**src/rtl/mux_sel_sequencer_if.sv**
```systemverilog
// Handshake/bus bundle between the 8:1 mux scanner and its environment.
// The slave side is the scanner; the master side drives start, mux_y and ser_ready.
interface mux_sel_sequencer_if;
  logic       start;
  logic [2:0] sel;
  logic       mux_y;
  logic       ser_data;
  logic       ser_valid;
  logic       ser_ready;
  logic       busy;
  logic [7:0] cap_data;
  logic       cap_valid;
  logic       frame_done;

  modport slave (
    input  start, mux_y, ser_ready,
    output sel, ser_data, ser_valid, busy, cap_data, cap_valid, frame_done
  );

  modport master (
    output start, mux_y, ser_ready,
    input  sel, ser_data, ser_valid, busy, cap_data, cap_valid, frame_done
  );
endinterface

```
**src/rtl/mux_sel_sequencer.sv**
```systemverilog
// Scans an 8:1 mux through all select positions, streams each bit out with
// valid/ready, and assembles the eight bits into a captured byte.
module mux_sel_sequencer #(
  parameter bit MSB_FIRST    = 1'b0,
  parameter bit AUTO_RESTART = 1'b0
) (
  input logic              clk,
  input logic              rst_n,
  mux_sel_sequencer_if.slave bus
);
  localparam logic [1:0] S_IDLE  = 2'd0;
  localparam logic [1:0] S_SHIFT = 2'd1;
  localparam logic [1:0] S_DONE  = 2'd2;

  localparam logic [2:0] FIRST = MSB_FIRST ? 3'd7 : 3'd0;
  localparam logic [2:0] LAST  = MSB_FIRST ? 3'd0 : 3'd7;

  logic [1:0] r_state;
  logic [2:0] r_sel;
  logic [7:0] r_shift;
  logic [7:0] r_cap;
  logic       r_cap_valid;
  logic       r_busy;
  logic       w_xfer;
  logic [7:0] w_assembled;

  assign w_xfer = (r_state == S_SHIFT) && bus.ser_ready;

  // Byte as it will look once the bit currently on the mux is taken.
  always_comb begin
    w_assembled        = r_shift;
    w_assembled[r_sel] = bus.mux_y;
  end

  always_ff @(posedge clk or negedge rst_n) begin
    if (!rst_n) begin
      r_state     <= S_IDLE;
      r_sel       <= FIRST;
      r_shift     <= 8'h00;
      r_cap       <= 8'h00;
      r_cap_valid <= 1'b0;
      r_busy      <= 1'b0;
    end else begin
      case (r_state)
        S_IDLE: begin
          r_sel <= FIRST;
          if (bus.start) begin
            r_state <= S_SHIFT;
            r_busy  <= 1'b1;
          end
        end
        S_SHIFT: begin
          if (w_xfer) begin
            r_shift <= w_assembled;
            if (r_sel == LAST) begin
              r_state     <= S_DONE;
              r_sel       <= FIRST;
              r_cap       <= w_assembled;
              r_cap_valid <= 1'b1;
            end else begin
              r_sel <= MSB_FIRST ? r_sel - 3'd1 : r_sel + 3'd1;
            end
          end
        end
        S_DONE: begin
          r_cap_valid <= 1'b0;
          if (AUTO_RESTART && bus.start) begin
            r_state <= S_SHIFT;
          end else begin
            r_state <= S_IDLE;
            r_busy  <= 1'b0;
          end
        end
        default: begin
          r_state     <= S_IDLE;
          r_sel       <= FIRST;
          r_cap_valid <= 1'b0;
          r_busy      <= 1'b0;
        end
      endcase
    end
  end

  assign bus.sel        = r_sel;
  assign bus.ser_data   = bus.mux_y;
  assign bus.ser_valid  = (r_state == S_SHIFT);
  assign bus.busy       = r_busy;
  assign bus.cap_data   = r_cap;
  assign bus.cap_valid  = r_cap_valid;
  assign bus.frame_done = r_cap_valid;
endmodule
```
**src/flat_wrapper.sv**
```systemverilog
// flat-port wrapper written by rule: the top's interface ports become plain ports
module mux_sel_sequencer_flat 
#(
  parameter bit MSB_FIRST    = 1'b0,
  parameter bit AUTO_RESTART = 1'b0
)
  (clk, rst_n, bus_start, bus_mux_y, bus_ser_ready, bus_sel, bus_ser_data, bus_ser_valid, bus_busy, bus_cap_data, bus_cap_valid, bus_frame_done);
  mux_sel_sequencer_if bus_i ();
  input logic clk;
  input logic rst_n;
  input wire logic [$bits(bus_i.start)-1:0] bus_start;
  input wire logic [$bits(bus_i.mux_y)-1:0] bus_mux_y;
  input wire logic [$bits(bus_i.ser_ready)-1:0] bus_ser_ready;
  output wire logic [$bits(bus_i.sel)-1:0] bus_sel;
  output wire logic [$bits(bus_i.ser_data)-1:0] bus_ser_data;
  output wire logic [$bits(bus_i.ser_valid)-1:0] bus_ser_valid;
  output wire logic [$bits(bus_i.busy)-1:0] bus_busy;
  output wire logic [$bits(bus_i.cap_data)-1:0] bus_cap_data;
  output wire logic [$bits(bus_i.cap_valid)-1:0] bus_cap_valid;
  output wire logic [$bits(bus_i.frame_done)-1:0] bus_frame_done;
  assign bus_i.start = bus_start;
  assign bus_i.mux_y = bus_mux_y;
  assign bus_i.ser_ready = bus_ser_ready;
  assign bus_sel = bus_i.sel;
  assign bus_ser_data = bus_i.ser_data;
  assign bus_ser_valid = bus_i.ser_valid;
  assign bus_busy = bus_i.busy;
  assign bus_cap_data = bus_i.cap_data;
  assign bus_cap_valid = bus_i.cap_valid;
  assign bus_frame_done = bus_i.frame_done;
  mux_sel_sequencer #(.MSB_FIRST(MSB_FIRST), .AUTO_RESTART(AUTO_RESTART)) u_core (.clk(clk), .rst_n(rst_n), .bus(bus_i));
endmodule
```
**config.mk**
```make
export PLATFORM = sky130hd
export DESIGN_NAME = mux_sel_sequencer_flat
export DESIGN_NICKNAME = d
export VERILOG_FILES = /design/src/rtl/mux_sel_sequencer_if.sv /design/src/rtl/mux_sel_sequencer.sv /design/src/flat_wrapper.sv
export SDC_FILE = /design/constraint.sdc
export NUM_CORES = 1
export LEC_CHECK = 0
export BUFFER_PORTS_ARGS = -buffer_cell sky130_fd_sc_hd__buf_2
export CORE_MARGIN = 1
export CORE_UTILIZATION = 48
export CTS_BUF_LIST = sky130_fd_sc_hd__clkbuf_8 sky130_fd_sc_hd__clkbuf_16
export CTS_CLUSTER_DIAMETER = 150
export DETAILED_ROUTE_END_ITERATION = 6
export PLACE_DENSITY = 0.72
export SETUP_SLACK_MARGIN = 0.1
export SLEW_MARGIN = 30
export SYNTH_ARGS = -nofsm -noshare
export SYNTH_HDL_FRONTEND = slang
export SYNTH_SLANG_ARGS = --single-unit
```
**constraint.sdc**
```tcl
create_clock -name clk -period 1.6 [get_ports clk]
set_input_delay 0 -clock clk [delete_from_list [all_inputs] [get_ports clk]]
set_output_delay 0 -clock clk [all_outputs]
set_load 0.005 [all_outputs]
```
Word-level counts from Yosys, hierarchy flattened. Index checks and enable logic that the tools add are counted.

Equal/unequal tests: 6. Add/subtract/negate cells: 1. Reductions and logical operators: 9. Magnitude comparators: 2. Multiplexer cells: 15. Bitwise operators: 3.

Operator list (number): 3-bit AND reduction (3); 8-bit bitwise mux (1); 2-bit 2-to-1 mux (3); 3-bit 2-to-1 mux (2); 3-bit one-hot mux with 2 select lines (1); 2-bit AND reduction (3); 3-bit by 4-bit < comparator with 1-bit output (second input constant) (1); 1-bit 2-to-1 mux (4); 2-bit by 1-bit inequality test with 1-bit output (second input constant) (2); 1-bit one-hot mux with 2 select lines (2); 2-bit one-hot mux with 2 select lines (1); 3-bit by 1-bit adder with 3-bit output (second input constant) (1); 1-bit demux with 3-bit select (1); 3-bit == test (second input constant) (1); 3-bit by 1-bit greater-or-equal comparator with 1-bit output (second input constant) (1); 1-bit inverter (3); 2-bit by 1-bit == test with 1-bit output (second input constant) (1); 2-bit == test (second input constant) (1); 1-bit logical AND (2); 2-bit logical NOT (1); 2-bit inequality test (second input constant) (1).

Register bits: 23.

Longest topological paths before layout. Gate-level depths: netlist of run 1.

Depth in word-level cells: 5. Mapped depth: 7. Depth with buffers taken out: 5.

Least setup slack after synthesis of run 1. Ideal clock, no wire load.

Kind: reg2reg. From: register u_core.r_sel[0], in the netlist u_core.bus.sel[0]. To: register u_core.r_cap[6], in the netlist u_core.bus.cap_data[6]. Stages on the path, launching flop included: 8. Path slack: 0.070 ns. Arrival time: 1.400 ns. Clock period less this slack: 1.530 ns. Library setup time: 0.130 ns. Buffers on the path: 2. Path through: dfrtp_1 -> ha_1 -> ha_1 -> and4b_1 -> buf_4 -> buf_6 -> nor2_1 -> a31oi_1.

Longest elaborated chain between the ends: 5. Elaborated cells on any way between the ends: 8.

RTL lines: start: declaration (line mux_sel_sequencer.sv:19) `logic [2:0] r_sel;`; start signal: assignment (line mux_sel_sequencer.sv:61) `r_sel <= MSB_FIRST ? r_sel - 3'd1 : r_sel + 3'd1;`; 3-bit by 4-bit < comparator with 1-bit output (implied by the code) / 3-bit by 1-bit greater-or-equal comparator with 1-bit output (equally long branches) (line mux_sel_sequencer.sv:32) `w_assembled[r_sel] = bus.mux_y;`; 1-bit logical AND (implied by the code) (line mux_sel_sequencer.sv:32); 1-bit 2-to-1 mux (implied by the code) (line mux_sel_sequencer.sv:32); 1-bit demux with 3-bit select; 8-bit bitwise mux (line mux_sel_sequencer.sv:32); end signal: assignment (line mux_sel_sequencer.sv:58) `r_cap <= w_assembled;`; end: declaration (line mux_sel_sequencer.sv:21) `logic [7:0] r_cap;`.

Parallel ways exist; a longest one is shown, timed or not. A chain may end at the register's enable or synchronous reset.

Worst setup path after layout of run 1.
From: register u_core.r_sel[0], in the netlist u_core.bus.sel[0]. To: register u_core.r_cap[1], in the netlist u_core.bus.cap_data[1].

The elaborated chain is that of the path after synthesis.

==> key figures, run 1 <==
Worst setup path
  • Crit Path Category: reg2reg
  • Worst endpoint required time: 1.75 ns
  • CP Launch Type: flop
  • Worst Setup End Kind: flop
  • Data arrival, critical path: 1.63 ns
  • Crit Path Max Fanout: 8

Global route
  • Pin count of the biggest net entering global routing: 24
  • Global router's overall resource usage: 19.3%
  • Total global routing overflow: 0
  • Vias in the first global route: 838
  • Antenna violations before repair: 0
  • Global-route wire length before repair: 3680 um

Die
  • Number of I/O pins: 21
  • Site Rows: 17
  • Die span in y: 51.0 um
  • Die Width: 51.0 um
  • Total Die Area: 2600 sq um
  • Placeable core region: 2230 sq um
  • Initial Utilization: 51.6%

Logic synthesis
  • Post-synth design cell area: 1150 sq um
  • Number of synthesized flops with an enable pin: 0
  • Number of synthesized register bits: 23
  • Cell taking the most area after synthesis: sky130_fd_sc_hd__dfrtp_1
  • Share of flip-flops with an asynchronous set or reset: 100%
  • Post-Syn Nets: 114
  • Ranking of synthesized cells by instance count: sky130_fd_sc_hd__dfrtp_1, sky130_fd_sc_hd__nor2_1, sky130_fd_sc_hd__nand2_1, sky130_fd_sc_hd__a31oi_1, sky130_fd_sc_hd__o21ai_0
  • Cell with the most instances after synthesis: sky130_fd_sc_hd__dfrtp_1
  • Netlist cell types: 32
  • Largest cells by area after synthesis: sky130_fd_sc_hd__dfrtp_1, sky130_fd_sc_hd__mux2_4, sky130_fd_sc_hd__nor2_1
  • Sequential element share of the synthesized area: 49.9%
  • Predominant post-synthesis flop cell: sky130_fd_sc_hd__dfrtp_1
  • Post-Syn Instances: 107
  • Average cell area after synthesis: 10.8 sq um
  • YS warnings: 0
  • Area fraction of the dominant cell type after synthesis: 49.9%

Power
  • Leakage component of the power: 0.644 nW
  • Worst vdd rail ir drop: 1.09 mV
  • PwrDens: 1780 nW/um^2

Final layout
  • Share of layout cells above drive strength 1: 35.9%
  • Synth-to-Final Area Change: 19.5%
  • Layout filler cell count: 196
  • Net count of the finished layout: 139
  • Non-filler instance count after layout: 159
  • Diodes inserted: 0
  • Post-Route Utilization: 61.7%

Clock network
  • Number of levels the H-tree was split into: 1
  • Clock Latency Late Sink: 0.26 ns
  • TritonCTS clock tree: done
  • Clock tree root buffer cell: sky130_fd_sc_hd__clkbuf_8
  • Register clock-pin slew on the reported worst setup and hold paths: 0.08 ns
  • Number of clock sinks: 23
  • Cts bufs inserted: 3
  • Maximum count of clock buffers along a single path: 2

Placement
  • Routability cong.: 0.821
  • Number of port buffers: 20
  • Pre-CTS WS: 0.0290 ns
  • Post-DP HPWL: 1500 um
  • Number of placed cells counting well taps: 151

Timing
  • Final clock period utilization by the worst path: 92.6%
  • Clock period minus final worst setup slack: 1.48 ns
  • Final sum of negative setup slack: 0 ns
  • Max-slew headroom at the worst pin: 66.8%
  • Number of endpoints with negative hold slack in the final report: 0
  • Pins over their slew limit: 0
  • Measured slew at the worst slew-check pin: 0.498 ns
  • Final clock skew: 0.00265 ns
  • Hold WS: 0.0126 ns
  • Final worst slack: 0.119 ns
  • Fmax: 675 MHz
  • RSZ-0062 raised after global routing: yes
  • Finish-stage setup viols: 0

Hold path
  • Worst min-delay path class: in2reg

Route
  • Vias after detailed routing: 880
  • Routed Wire Length: 2190 um
  • Iteration count of the initial detailed-routing pass: 4
  • Iter 0 DRT Violations: 4
  • DRC Markers: 0
  • Average via count per standard cell: 5.53
  • Post-detailed-route count of antenna-violating nets: 0
  • Wirelength per Cell: 13.8 um

Run status
  • Outcome: completed

Flow run
  • MaxCap Viol Count: 0
[through the flow]
step	instance area, sq um	power, mW
2_1_floorplan	1160	1.72
3_3_place_gp	1270	2.03
3_5_place_dp	1270	2.06
4_1_cts	1340	2.42
5_1_grt	1380	2.64
6_report	1380	2.46
[final timing paths]
kind,start,to,slack [ns],depth (start not counted)
worst min-delay path,bus_ser_ready,u_core.r_state[0]$_DFFE_PN0P_,0.01,2
min in group asynchronous,rst_n,u_core.bus.sel[1]$_DFFE_PN0P_,0.23,2
worst min register to register,u_core.r_shift[3]$_DFFE_PN0P_,u_core.r_shift[3]$_DFFE_PN0P_,0.51,1
worst max-delay path,u_core.bus.sel[0]$_DFFE_PN0P_,u_core.bus.cap_data[1]$_DFFE_PN0P_,0.12,6
worst max register to register,u_core.bus.sel[0]$_DFFE_PN0P_,u_core.bus.cap_data[1]$_DFFE_PN0P_,0.12,6
max in group asynchronous,rst_n,u_core.r_state[0]$_DFFE_PN0P_,1.01,2
[kinds of logic after synthesis]
kind of cell	after synthesis	share of synthesized area (%)
AOI/OAI and AO/OA	23	13.4
adders and majority gates	2	2.17
buffers and inverters	12	6.84
DFF	23	49.9
muxes	10	10.9
and+or+nand+nor	37	16.8
[final cells by class]
cell class	count	area, sq um	share of cell area [%]
clock buffers	3	41.3	3.00
repair buffers	30	185	13.4
inverters	2	7.51	0.545
clock inverters	1	5.00	0.363
well taps	28	35.0	2.54
multi-input cells	72	527	38.2
flip-flops and latches	23	577	41.9
[sequential cells by signal, summed over array words and instances (netlist names)]
| name | cells |
|---|---|
| u_core.bus.sel | 3 |
| u_core.r_state | 2 |
| u_core.bus.cap_valid | 1 |
| u_core.bus.cap_data | 8 |
| u_core.r_shift | 8 |
| u_core.bus.busy | 1 |
[cell usage in the layout, fill, tap and decap left out, types with 2 or more instances in the layout]
master,n
sky130_fd_sc_hd__a21boi_0,2
sky130_fd_sc_hd__a21oi_1,3
sky130_fd_sc_hd__a22o_1,3
sky130_fd_sc_hd__a31oi_1,5
sky130_fd_sc_hd__buf_2,21
sky130_fd_sc_hd__buf_4,5
sky130_fd_sc_hd__buf_6,2
sky130_fd_sc_hd__clkbuf_8,3
sky130_fd_sc_hd__dfrtp_1,22
sky130_fd_sc_hd__dlygate4sd3_1,2
sky130_fd_sc_hd__ha_4,2
sky130_fd_sc_hd__inv_1,2
sky130_fd_sc_hd__mux2_2,4
sky130_fd_sc_hd__mux2_4,4
sky130_fd_sc_hd__mux2i_1,2
sky130_fd_sc_hd__nand2_1,8
sky130_fd_sc_hd__nand2b_1,2
sky130_fd_sc_hd__nand3_1,2
sky130_fd_sc_hd__nor2_1,12
sky130_fd_sc_hd__nor2b_1,4
sky130_fd_sc_hd__nor3b_1,2
sky130_fd_sc_hd__o21ai_0,5
sky130_fd_sc_hd__o22a_1,2
[power by group]
| part | internal [mW] | leakage (nW) | total, mW | switching [mW] |
|---|---|---|---|---|
| registers | 0.846 | 0.280 | 1.01 | 0.169 |
| logic | 0.578 | 0.338 | 1.09 | 0.510 |
| clock network | 0.174 | 0.0255 | 0.354 | 0.180 |
| total | 1.60 | 0.644 | 2.46 | 0.859 |
[worst max-delay path, stage by stage, from the launching register on]
cell and delay (ns):
sky130_fd_sc_hd__dfrtp_1 0.43, sky130_fd_sc_hd__ha_4 0.18, sky130_fd_sc_hd__ha_4 0.15, sky130_fd_sc_hd__and4b_2 0.30, sky130_fd_sc_hd__buf_2 0.18, sky130_fd_sc_hd__nor2_1 0.09
sky130_fd_sc_hd__a21oi_1 0.04
[repair_timing]
item	CTS	global route
gates resized for setup	1	6
pin swaps	0	2
gates cloned	0	1
hold endpoints to repair	24	0
hold buffers	2	0
setup buffers	1	0
endpoints found under the setup margin	6	7
[per-layer routing]
layer  GRT usage [%]  part of all wire, %
met5               0                    0
met4            9.72                 0.73
met3            2.68                  3.7
met2            30.5                   49
met1            25.8                   47
No activity file was read; power rests on OpenSTA's default activity.
==> run 2, diff against run 1 <==
==> constraint.sdc (replaced) <==
create_clock -name clk -period 1.6 [get_ports clk]
set_input_delay 0 -clock clk [delete_from_list [all_inputs] [get_ports clk]]
set_output_delay 0 -clock clk [all_outputs]
set_load 0.01 [all_outputs]
==> run 2 against run 1 <==
Final area increased by 0.27%. Routed wire length increased by 3.9%. Highest routed layer unchanged. Register-to-register slack about the same. Sequential share of layout area decreased by 0.11 points. Sequential power about the same. Flip-flop and latch count unchanged. Worst hold slack got worse by 0.0041 ns. Largest cell class unchanged. Non-clock buffer count decreased by 2. Maximum frequency increased by 0.78%. Total power increased by 4.4%.
==> key figures, run 2 (same netlist as run 1, synthesis figures left out) <==
Clock network
  • TritonCTS clock tree: done
  • Register clock-pin slew on the reported worst setup and hold paths: 0.08 ns (about the same)
  • Clock tree root buffer cell: sky130_fd_sc_hd__clkbuf_8
  • Clock Latency Late Sink: 0.26 ns (about the same)
  • Number of clock sinks: 23 (unchanged)
  • Number of levels the H-tree was split into: 1 (unchanged)
  • Maximum count of clock buffers along a single path: 2 (unchanged)
  • Cts bufs inserted: 3 (unchanged)

Placement
  • Number of port buffers: 20 (unchanged)
  • Routability cong.: 0.771 (-6.2%)
  • Post-DP HPWL: 1520 um (+1.4%)
  • DP Area: 1270 sq um (about the same)

Final layout
  • Layout filler cell count: 194 (-1.0%)
  • Share of layout cells above drive strength 1: 38.0% (+2.1 points)
  • Post-Route Utilization: 61.8% (+0.17 points)
  • Diodes inserted: 0 (unchanged)
  • Net count of the finished layout: 137 (-1.4%)
  • Commonest non-fill, non-tap cell in the layout: sky130_fd_sc_hd__dfrtp_1
  • Final instance area: 1380 sq um (+0.27%)
  • Leading cell types in the layout, fill and taps excluded: sky130_fd_sc_hd__dfrtp_1, sky130_fd_sc_hd__buf_2, sky130_fd_sc_hd__nor2_1
  • Synth-to-Final Area Change: 19.9%

Global route
  • Global-route wire length before repair: 3820 um (+3.6%)
  • Antenna violations before repair: 0 (unchanged)
  • Total global routing overflow: 0 (unchanged)
  • Pin count of the biggest net entering global routing: 24 (unchanged)
  • Vias in the first global route: 860 (+2.6%)
  • Global router's overall resource usage: 20.0% (+0.74 points)

Run status
  • Outcome: completed

Route
  • DR top layer: met4
  • Vias after detailed routing: 863 (-1.9%)
  • DRC Markers: 0 (unchanged)
  • Routed met1 length: 1070 um (+3.6%)
  • Routed Wire Length: 2280 um (+3.9%)
  • DR WL met2: 1080 um (+1.9%)
  • Average via count per standard cell: 5.50 (-0.68%)
  • Iter 0 DRT Violations: 11 (+7)
  • Iteration count of the initial detailed-routing pass: 4 (unchanged)
  • Detailed-routed wire length on met3: 82 um (+1.2%)
  • Wirelength per Cell: 14.5 um (+5.2%)
  • Post-detailed-route count of antenna-violating nets: 0 (unchanged)

Die
  • Initial Utilization: 51.6% (unchanged)
  • Number of I/O pins: 21 (unchanged)
  • Total Die Area: 2600 sq um (unchanged)
  • Site Rows: 17 (unchanged)
  • Placeable core region: 2230 sq um (unchanged)
  • Die Width: 51.0 um (unchanged)
  • Die span in y: 51.0 um (unchanged)

Flow run
  • MaxCap Viol Count: 0 (unchanged)

Hold path
  • Worst min-delay path class: in2reg

Worst setup path
  • CP Launch Type: flop
  • Data arrival, critical path: 1.62 ns (about the same)
  • Startpoint of the most critical setup path: u_core.bus.sel[0]$_DFFE_PN0P_
  • Capture point of the worst path: u_core.r_shift[1]$_DFFE_PN0P_
  • Crit Path Category: reg2reg
  • Worst Setup End Kind: flop
  • Worst endpoint required time: 1.75 ns (about the same)
  • Slowest cell on the critical path: sky130_fd_sc_hd__dfrtp_2
  • Critical R2R Launch: u_core.bus.sel[0]$_DFFE_PN0P_
  • R2R depth: 4 (-2)
  • Crit Path Max Fanout: 14 (+6)
  • CP max stage delay: 0.37 ns (-0.06 ns)
  • Cell breakdown of the critical path: buf_4, nand4b_1, nor3_2, mux2_2
  • R2r endpoint: u_core.r_shift[1]$_DFFE_PN0P_
  • Register-to-register path setup slack: 0.13 ns (about the same)

Timing
  • Pins over their slew limit: 0 (unchanged)
  • Fmax: 680 MHz (+0.78%)
  • Clock period minus final worst setup slack: 1.47 ns (-0.0114 ns)
  • Final sum of negative setup slack: 0 ns (unchanged)
  • Final clock skew: 0.00119 ns (-0.00145 ns)
  • RSZ-0062 raised after global routing: no
  • Number of endpoints with negative hold slack in the final report: 0 (unchanged)
  • Hold WS: 0.00852 ns (-0.00408 ns)
  • Measured slew at the worst slew-check pin: 0.519 ns (+0.0209 ns)
  • Final clock period utilization by the worst path: 91.8% (-0.71 points)
  • Max-slew headroom at the worst pin: 65.4% (-1.4 points)
  • Finish-stage setup viols: 0 (unchanged)

Power
  • Leakage component of the power: 0.637 nW (-1.1%)
  • Power, Total: 2.56 mW (+4.4%)
  • Worst vdd rail ir drop: 0.971 mV (-11%)
  • PwrDens: 1860 nW/um^2 (+4.1%)
run 2: cell type report:
class	instances	area (sq um)	area share, %
clock inverters	1	5.00	0.362
flip-flops and latches	23	577	41.8
well taps	28	35.0	2.54
clock buffers	3	41.3	2.99
repair buffers	28	174	12.6
multi-input cells	72	542	39.2
inverters	2	7.51	0.543
run 2: through the flow:
stage,cells,setup slack (ns)
after floorplan,107,0.104
after global placement,151,0.139
after detailed placement,151,0.0469
after CTS,157,0.106
after global routing,157,0.0883
final,157,0.130
run 2: per-layer routing:
metal / vias to the layer above / GRT usage (%)
met1: 422 / 26.4
met4: 0 / 12.0
li1: 417 / -
met5: - / 0
met2: 19 / 30.9
met3: 5 / 2.98
run 2: power breakdown:
part	internal (mW)	switching (mW)	leakage (nW)
logic	0.590	0.600	0.332
registers	0.847	0.167	0.279
clock network	0.174	0.186	0.0255
run 2: repair_timing:
action / in CTS / in global routing
setup buffers: 1 / 0
setup endpoints to repair: 6 / 13
pin swaps: 0 / 0
resized for setup: 1 / 12
endpoints found under the hold margin: 23 / 0
hold buffers: 1 / 0
run 2: worst min path at each step:
| stage | start | endpoint | slack [ns] | cells after the start |
|---|---|---|---|---|
| finish | bus_start | u_core.bus.busy$_DFFE_PN0P_ | 0.009 | 3 |
| detailed placement | rst_n | u_core.bus.cap_data[4]$_DFFE_PN0P_ | 0.01 | 1 |
| floorplan | rst_n | u_core.bus.busy$_DFFE_PN0P_ | -0.30 | 0 |
| global route | bus_ser_ready | u_core.r_state[0]$_DFFE_PN0P_ | 0.04 | 2 |
| global placement | rst_n | u_core.r_state[0]$_DFFE_PN0P_ | -0.005 | 1 |
| CTS | bus_start | u_core.bus.busy$_DFFE_PN0P_ | 0.006 | 3 |
run 2: critical path, delay by kind of cell, from the launching register on:
family / cells / cell delay (ns)
muxes: 1 / 0.36
and+or+nand+nor: 2 / 0.44
DFF: 1 / 0.37
buffers and inverters: 1 / 0.18
==> run 3, diff against run 2 <==
Settings changed: CORE_ASPECT_RATIO set to 1.5, SLEW_MARGIN 30 to 20.
==> run 3 against run 2 <==
Count of clock-buffer cells in the layout stayed put. Die area is 0.16% higher. Final area is 2.7% lower. Cell count is 2.5% lower. Via count is 1.2% lower. Global-route usage is 3.1 points lower. First-iteration DRC count grew to 3.2 times the previous value. Clock skew is 0.0019 ns higher. Clock power is 5.6% lower. Non-clock buffer count is 1 higher.
==> key figures, run 3 (same netlist as run 1, synthesis figures left out) <==
Worst setup path
  • Crit Path Category: reg2reg
  • CP max stage delay: 0.41 ns (+0.04 ns)
  • R2r endpoint: u_core.bus.cap_data[5]$_DFFE_PN0P_
  • Worst endpoint required time: 1.74 ns (about the same)
  • Register-to-register path setup slack: 0.11 ns (-0.02 ns)
  • Worst Setup End Kind: flop
  • Most used cell, CP: sky130_fd_sc_hd__ha_2
  • Capture point of the worst path: u_core.bus.cap_data[5]$_DFFE_PN0P_
  • Slowest cell on the critical path: sky130_fd_sc_hd__dfrtp_2
  • Cell breakdown of the critical path: ha_2, ha_2, and4b_2, buf_4, o22a_1
  • Startpoint of the most critical setup path: u_core.bus.sel[0]$_DFFE_PN0P_
  • Crit Path Max Fanout: 5 (-9)
  • Data arrival, critical path: 1.63 ns (about the same)
  • R2R depth: 5 (+1)
  • Critical R2R Launch: u_core.bus.sel[0]$_DFFE_PN0P_
  • CP Launch Type: flop

Die
  • Total Die Area: 2600 sq um (+0.16%)
  • Site Rows: 21 (+4)
  • Die span in y: 62.0 um (+22%)
  • Initial Utilization: 51.0% (-0.60 points)
  • Number of I/O pins: 21 (unchanged)
  • Placeable core region: 2260 sq um (+1.2%)
  • Die Width: 42.0 um (-18%)

Final layout
  • Leading cell types in the layout, fill and taps excluded: sky130_fd_sc_hd__dfrtp_1, sky130_fd_sc_hd__buf_2, sky130_fd_sc_hd__nor2_1
  • Commonest non-fill, non-tap cell in the layout: sky130_fd_sc_hd__dfrtp_1
  • Net count of the finished layout: 138 (+0.73%)
  • Synth-to-Final Area Change: 16.6%
  • Share of layout cells above drive strength 1: 34.6% (-3.4 points)
  • Diodes inserted: 0 (unchanged)
  • Post-Route Utilization: 59.5% (-2.4 points)

Route
  • DRC Markers: 0 (unchanged)
  • Average via count per standard cell: 5.58 (+1.4%)
  • Routed Wire Length: 2150 um (-5.8%)
  • Iter 0 DRT Violations: 35 (+24)
  • Vias after detailed routing: 853 (-1.2%)
  • Post-detailed-route count of antenna-violating nets: 0 (unchanged)
  • Wirelength per Cell: 14.0 um (-3.3%)
  • Iteration count of the initial detailed-routing pass: 5 (+1)

Power
  • Sw frac: 35.9% (-1.2 points)
  • Internal Dissipation: 1.59 mW (-1.6%)
  • Share of power burned in combinational logic: 46.1% (-0.3 points)
  • Clk network pwr share: 13.7% (-0.3 points)
  • Switching power: 0.889 mW (-6.7%)
  • PwrDens: 1840 nW/um^2 (-0.76%)
  • Worst vdd rail ir drop: 0.804 mV (-17%)
  • Portion of total power attributed to sequential cells: 40.1% (+0.5 points)
  • Leakage component of the power: 0.634 nW (-0.42%)

Placement
  • Post-DP HPWL: 1520 um (-0.34%)
  • Number of port buffers: 20 (unchanged)
  • Pre-CTS WS: 0.0588 ns (+0.0120 ns)
  • Routability cong.: 0.773 (+0.29%)

Timing
  • Number of endpoints with negative hold slack in the final report: 0 (unchanged)
  • Fmax: 673 MHz (-1.1%)
  • Final worst slack: 0.114 ns (-0.0163 ns)
  • Pins over their slew limit: 0 (unchanged)
  • Measured slew at the worst slew-check pin: 0.495 ns (-0.0243 ns)
  • Finish-stage setup viols: 0 (unchanged)
  • Clock period minus final worst setup slack: 1.49 ns (+0.0163 ns)
  • RSZ-0062 raised after global routing: yes
  • Max-slew headroom at the worst pin: 67.0% (+1.6 points)
  • Final clock skew: 0.00306 ns (+0.00186 ns)
  • Final clock period utilization by the worst path: 92.9% (+1.0 points)
  • Final sum of negative setup slack: 0 ns (unchanged)

Clock network
  • Maximum count of clock buffers along a single path: 2 (unchanged)
  • TritonCTS clock tree: done
  • Number of clock sinks: 23 (unchanged)
  • Clock tree root buffer cell: sky130_fd_sc_hd__clkbuf_8
  • Clock Latency Late Sink: 0.25 ns (about the same)
  • Cts bufs inserted: 3 (unchanged)
  • Number of levels the H-tree was split into: 1 (unchanged)
  • Register clock-pin slew on the reported worst setup and hold paths: 0.07 ns (about the same)

Hold path
  • Worst min-delay path class: in2reg

Global route
  • Vias in the first global route: 783 (-9.0%)
  • Total global routing overflow: 0 (unchanged)
  • Global router's overall resource usage: 17.0% (-3.1 points)
  • Antenna violations before repair: 0 (unchanged)
  • Global-route wire length before repair: 3370 um (-12%)
  • Pin count of the biggest net entering global routing: 24 (unchanged)

Flow run
  • MaxCap Viol Count: 0 (unchanged)

Run status
  • Outcome: completed
[run 3: cell count changes in the layout (fill, tap and decap cells not counted), sizes merged]
cell | previous run | this run
clkinv | 1 | 0
dlygate4sd3 | 1 | 2
inv | 2 | 3
[run 3: worst min-delay path by stage]
| stage | start | endpoint | slack [ns] | depth (start not counted) |
|---|---|---|---|---|
| 2_1_floorplan | rst_n | u_core.bus.busy$_DFFE_PN0P_ | -0.30 | 0 |
| 3_3_place_gp | rst_n | u_core.r_shift[4]$_DFFE_PN0P_ | -0.01 | 1 |
| 3_5_place_dp | rst_n | u_core.bus.cap_data[4]$_DFFE_PN0P_ | 0.005 | 1 |
| 4_1_cts | bus_ser_ready | u_core.r_state[0]$_DFFE_PN0P_ | 0.03 | 2 |
| 5_1_grt | bus_ser_ready | u_core.r_state[0]$_DFFE_PN0P_ | 0.07 | 2 |
| 6_report | bus_ser_ready | u_core.r_state[0]$_DFFE_PN0P_ | 0.04 | 2 |
[run 3: repair_timing]
action	in CTS	in global routing
pin swaps	0	0
setup endpoints to repair	5	10
hold buffers	2	0
setup buffers	0	2
hold endpoints to repair	24	0
resized for setup	1	3
cloned	0	0
[run 3: power groups by stage]
stage          sequential (mW)  combinational, mW  clock, mW
2_1_floorplan             1.07              0.718          0
4_1_cts                  0.996               1.13      0.349
6_report                 0.994               1.14      0.340
5_1_grt                   1.03               1.26      0.371
3_3_place_gp             0.996               1.10          0
3_5_place_dp              1.01               1.12          0
[run 3: critical path: cells and delay by family (launching register included)]
kind            cells  cell delay (ns)
compound gates      1             0.19
fa+ha+maj           2             0.34
buf+inv             1             0.16
flops               1             0.41
simple gates        1             0.28
[run 3: per-layer routing]
layer | GRT usage (%) | share of wire [%]
met5 | 0 | 0
met4 | 7.83 | 1.4
met3 | 2.02 | 4.0
met2 | 29.9 | 49
met1 | 21.1 | 45
[run 3: metrics by stage]
stage	hold WS [ns]	instance area, sq um	instances	power, mW
floorplan	-0.296	1160	107	1.79
detailed placement	0.00542	1250	145	2.12
global placement	-0.00992	1250	145	2.10
global route	0.0654	1340	153	2.66
finish	0.0396	1340	153	2.48
CTS	0.0340	1320	151	2.47
[run 3: cell type report]
cell class,instances,area (sq um)
fill,196,916
sequential,23,578
multi-input combinational,72,508
timing repair buffer,29,176
clock buffer,3,41.3
tap,23,28.8
inverter,2,7.51
clock inverter,1,3.75
